$ cat src/rtl/reduce_vector_loader.sv
// Serial-to-parallel vector loader for the reduce ALU: gathers up to N elements,
// pads short vectors with the op's neutral value, starts the ALU and returns its result.
module reduce_vector_loader #(
   parameter  int BITS = 8,
   parameter  int N    = 64,
   localparam int CW   = $clog2(N) + 1
) (
   input  logic                     clk,
   input  logic                     rst_n,
   input  logic [BITS-1:0]          s_data,
   input  logic                     s_valid,
   input  logic                     s_last,
   input  logic [1:0]               s_sel,
   output logic                     s_ready,
   output logic [N-1:0][BITS-1:0]   vec_out,
   output logic [1:0]               sel_out,
   output logic                     set_out,
   output logic                     alu_en,
   input  logic                     alu_done,
   input  logic [BITS-1:0]          alu_result,
   output logic [BITS-1:0]          r_data,
   output logic [CW-1:0]            r_count,
   output logic                     r_valid,
   input  logic                     r_ready
);

   // state  | meaning
   // IDLE   | waiting for the first beat of a vector
   // LOAD   | collecting further beats into vec[idx]
   // PAD    | fill vec[idx..N-1] with the neutral value for sel_out
   // FIRE   | one-cycle set pulse to the ALU
   // WAIT   | ALU running; alu_done ignored in the first cycle
   // RESULT | result held on r_data until r_ready
   typedef enum logic [2:0] {
      S_IDLE,
      S_LOAD,
      S_PAD,
      S_FIRE,
      S_WAIT,
      S_RESULT
   } state_t;

   state_t          state, state_nx;
   logic [CW-1:0]   idx;
   logic [CW-1:0]   idx_inc;
   logic            accept;
   logic            wait_first;
   logic [BITS-1:0] neutral;

   assign accept  = s_valid && s_ready;
   assign idx_inc = idx + CW'(1);

   always_comb begin
      neutral = '0;
      case (sel_out)
         2'b10:   neutral = {1'b0, {(BITS-1){1'b1}}};
         2'b11:   neutral = {1'b1, {(BITS-1){1'b0}}};
         default: neutral = '0;
      endcase
   end

   always_comb begin
      state_nx = state;
      s_ready  = 1'b0;
      set_out  = 1'b0;
      alu_en   = 1'b0;
      r_valid  = 1'b0;
      case (state)
         S_IDLE, S_LOAD: begin
            s_ready = 1'b1;
            if (accept) begin
               // the N-th beat ends the vector regardless of s_last
               if (idx_inc == CW'(N))
                  state_nx = S_FIRE;
               else if (s_last)
                  state_nx = S_PAD;
               else
                  state_nx = S_LOAD;
            end
         end
         S_PAD: begin
            state_nx = S_FIRE;
         end
         S_FIRE: begin
            set_out  = 1'b1;
            state_nx = S_WAIT;
         end
         S_WAIT: begin
            alu_en = 1'b1;
            if (!wait_first && alu_done)
               state_nx = S_RESULT;
         end
         S_RESULT: begin
            r_valid = 1'b1;
            if (r_ready)
               state_nx = S_IDLE;
         end
         default: state_nx = S_IDLE;
      endcase
   end

   always_ff @(posedge clk or negedge rst_n) begin
      if (!rst_n) begin
         state      <= S_IDLE;
         idx        <= '0;
         sel_out    <= '0;
         wait_first <= 1'b0;
         r_data     <= '0;
         r_count    <= '0;
      end else begin
         state      <= state_nx;
         wait_first <= (state == S_FIRE);
         if (accept) begin
            if (state == S_IDLE)
               sel_out <= s_sel;
            idx <= idx_inc;
         end
         if (state == S_FIRE)
            r_count <= idx;
         if (state == S_WAIT && !wait_first && alu_done)
            r_data <= alu_result;
         if (state == S_RESULT && r_ready)
            idx <= '0;
      end
   end

   // stale elements beyond idx are always overwritten by PAD, so no clear on a new vector
   always_ff @(posedge clk or negedge rst_n) begin
      if (!rst_n) begin
         vec_out <= '0;
      end else begin
         for (int j = 0; j < N; j++) begin
            if (accept && idx == CW'(j))
               vec_out[j] <= s_data;
            else if (state == S_PAD && CW'(j) >= idx)
               vec_out[j] <= neutral;
         end
      end
   end

endmodule

$ cat config.mk
export PLATFORM = sky130hd
export DESIGN_NAME = reduce_vector_loader
export DESIGN_NICKNAME = d
export VERILOG_FILES = /design/src/rtl/reduce_vector_loader.sv
export SDC_FILE = /design/constraint.sdc
export NUM_CORES = 1
export LEC_CHECK = 0
export CORE_MARGIN = 3
export CORE_UTILIZATION = 46
export DETAILED_ROUTE_END_ITERATION = 12
export GPL_TIMING_DRIVEN = 0
export PLACE_DENSITY = 0.81
export SLEW_MARGIN = 20
export SYNTH_ARGS = -nofsm -noshare
export SYNTH_HDL_FRONTEND = slang
export SYNTH_SLANG_ARGS = --single-unit
$ cat constraint.sdc
create_clock -name clk -period 6.2 [get_ports clk]
set_input_delay 1.24 -clock clk [delete_from_list [all_inputs] [get_ports clk]]
set_output_delay 1.24 -clock clk [all_outputs]
set_load 0.01 [all_outputs]
==> reports/qor.yml <==
cts:
  htreeDepth: 2
  clock_latency_ns: 0.61
  path_clk_slew_ns: 0.06
  cts_sinks: 540
  postCtsSetupBuffers: 0
  cts_buffer_depth: 3
  hold_buffers: 0
  cts_made_buffers: 54
  cts-root-buf: "clkbuf_16"
  cts-resized-gates: 0
  cts_tree: "done"
synthesis:
  ys_ff_latch: 540
  yosysSeqAreaShare_pct: 56.24
  synth_edf_count: 0
  synth_ff_type: "dfrtp_1"
  synth_area_um2: 24030
  synth_top_area_cell: "dfrtp_1"
  syn-num-nets: 2328
  synth_warnings: 0
  synth_cell_type_count: 91
  syn_avg_cell_area_um2: 10.45
  netlist.area_leader.share_pct: 56.24
  synthCells: 2300
  synth_area_leaders: "dfrtp_1 56%, a221o_1 8.3%, a21oi_1 5.6%, nand2_1 4.3%, nor2_1 3.4%"
  async_flop_share_pct: 100.0
placed_design:
  place_congestion: 1.037
  postPlaceCellArea_um2: 30560
  pre_cts_slack_ns: 1.876
  hpwl_mm: 77.18
  numPortBuffers: 549
finish:
  finalCoreUtilization_pct: 63.09
  design_area_um2: 32490
  final_nets: 2939
  syn_to_final_growth_pct: 35.25
  drive_gt1_share_pct: 9.082
route:
  wire_per_inst_um: 29.57
  vias_per_cell: 6.445
  ant_nets: 0
  wl_mm: 107.4
  drc_errors: 0
  vias: 23408
  first_pass_iters: 7
  first_iter_violations: 3079
floorplanning:
  die_x_um: 234.5
  io_pins: 557
  core_area_um2: 51510
  rows: 83
  die_area_um2: 55010
  fp.dieH_um: 234.5
  start_util_pct: 46.64
sta:
  slew_viol_final: 0
  finalCritPeriodShare_pct: 66.04
  relSlewSlack_pct: 13.49
  hold_slack_ns: 0.4808
  worst_slew_pin_slew_ns: 1.298
  fin_skew_ns: 0.01666
  finalHoldViolCount: 0
  tns_ns: 0
  max_freq_mhz: 244.2
  period_needed_ns: 4.095
  rsz0062_at_grt: "false"
  fin_ws_ns: 2.105
  finalSetupViolCount: 0
min_path:
  min_path_type: "flip-flop to flip-flop"
pwr:
  leakagePower_nw: 14.08
  ir_drop_v: 0.0003125
  powerDensity_nw_per_um2: 570.1
critical_path:
  path_class: "flip-flop to output port"
  critPathMaxFanout: 10
  critPathRequiredTime_ns: 4.96
  cp-start-kind: "flip-flop"
  cp-end-kind: "output port"
  worstPathArrival_ns: 2.85
global_routing:
  grt_pass1_vias: 22632
  grt_pass1_wl_mm: 152.8
  overflow: 0
  grt_max_degree: 102
  grt_antenna_before_repair: 0
  grt_use_total_pct: 37.84
run_status:
  status: "finished, final reports clean"
run:
  cap_viol_max_count: 0
==> per-stage QoR <==
step / total power, mW / cells
2_1_floorplan: 9.833 / 2300
3_3_place_gp: 14.51 / 3529
3_5_place_dp: 14.75 / 3535
4_1_cts: 18.37 / 3631
5_1_grt: 19.25 / 3631
6_report: 18.52 / 3632
==> Yosys cell counts (all sizes together), types with 3 or more instances <==
master and instances:
o21ai 152, ha 4, o22ai 11, a21boi 5, nand4 5, clkbuf 115
a31oi 36, mux2i 43, buf 65, nand2b 13, dfrtp 540, or4 3
or2 4, xor2 3, nor2 240, a2bb2oi 9, nand2 279, inv 18
nor4 6, o31ai 5, a221oi 5, a221o 200, a21oi 272, nand3 41
or3 9, o211ai 10, nor3 30, nor3b 7, or4b 3, and2 13
nor2b 7, a22oi 4, mux2 47, and3 8, nand3b 6, a21o 19
or3b 3, o22a 3, a211oi 9, a32oi 3, nor4b 3, a222oi 4
a41o 14
==> flip-flops by register name, summed over array words and instances (netlist names) <==
name / count
vec_out: 512
wait_first: 1
r_count: 7
r_data: 8
sel_out: 2
idx: 7
state: 3
==> layer usage <==
layer,up-vias,GRT usage (%),part of all wire [%]
met3,330,9.596,11
li1,9667,-,-
met5,-,0,0
met1,11782,49.37,38
met2,1629,59.14,45
met4,0,18.52,5.7
==> cell type report <==
| type | count | area, µm² |
|---|---|---|
| inverters | 19 | 71.32 |
| clock inverters | 19 | 307.8 |
| diodes | 1 | 2.502 |
| flip-flops and latches | 540 | 13510 |
| repair buffers | 555 | 5665 |
| fillers | 4039 | 19010 |
| clock buffers | 77 | 1622 |
| well taps | 680 | 850.8 |
| plain buffers | 180 | 784.5 |
| multi-input cells | 1561 | 9678 |
==> power breakdown <==
group	leakage, nW	internal [mW]	total, mW	switching [mW]
clock	0.948	2.14	3.57	1.42
sequential	6.92	5.03	6.05	1.02
combinational	6.21	4.14	8.91	4.76
total	14.1	11.3	18.5	7.21
==> kinds of logic after synthesis <==
| kind of cell | synth area share, % |
|---|---|
| adder cells (fa/ha/maj) | 0.2083 |
| AO/OA/AOI/OAI | 22.47 |
| buffers and inverters | 3.526 |
| flip-flops | 56.24 |
| AND/OR/NAND/NOR | 13.45 |
| multiplexers | 3.994 |
| XOR/XNOR | 0.1094 |
==> worst max-delay path, cell delays in order, from the launching register on <==
cell and delay, ns:
dfrtp_1 0.41, buf_4 0.22, buf_1 0.36, nand3b_1 0.23
clkbuf_1 0.28, inv_1 0.14, clkdlybuf4s50_1 0.61
==> final timing paths <==
kind | depth (start not counted) | to | slack [ns] | startpoint
setup / recovery | 6 | set_out | 2.11 | state[1]
hold / removal | 2 | vec_out[311] | 0.48 | vec_out[311]
setup reg to reg | 9 | vec_out[307] | 2.14 | idx[0]
hold reg to reg | 2 | vec_out[311] | 0.48 | vec_out[311]
max in group asynchronous | 5 | vec_out[436] | 3.70 | rst_n
min in group asynchronous | 1 | r_data[1] | 0.54 | rst_n
==> cell usage in the layout (no fill, tap or decap), drive strengths merged, types with 30 or more instances in the layout <==
master	n
clkdlybuf4s50	548
dfrtp	540
nand2	279
a21oi	272
nor2	240
a221o	200
clkbuf	192
o21ai	152
buf	72
mux2	47
mux2i	43
nand3	41
a31oi	36
nor3	30
Power figures use the tool's default switching activity.
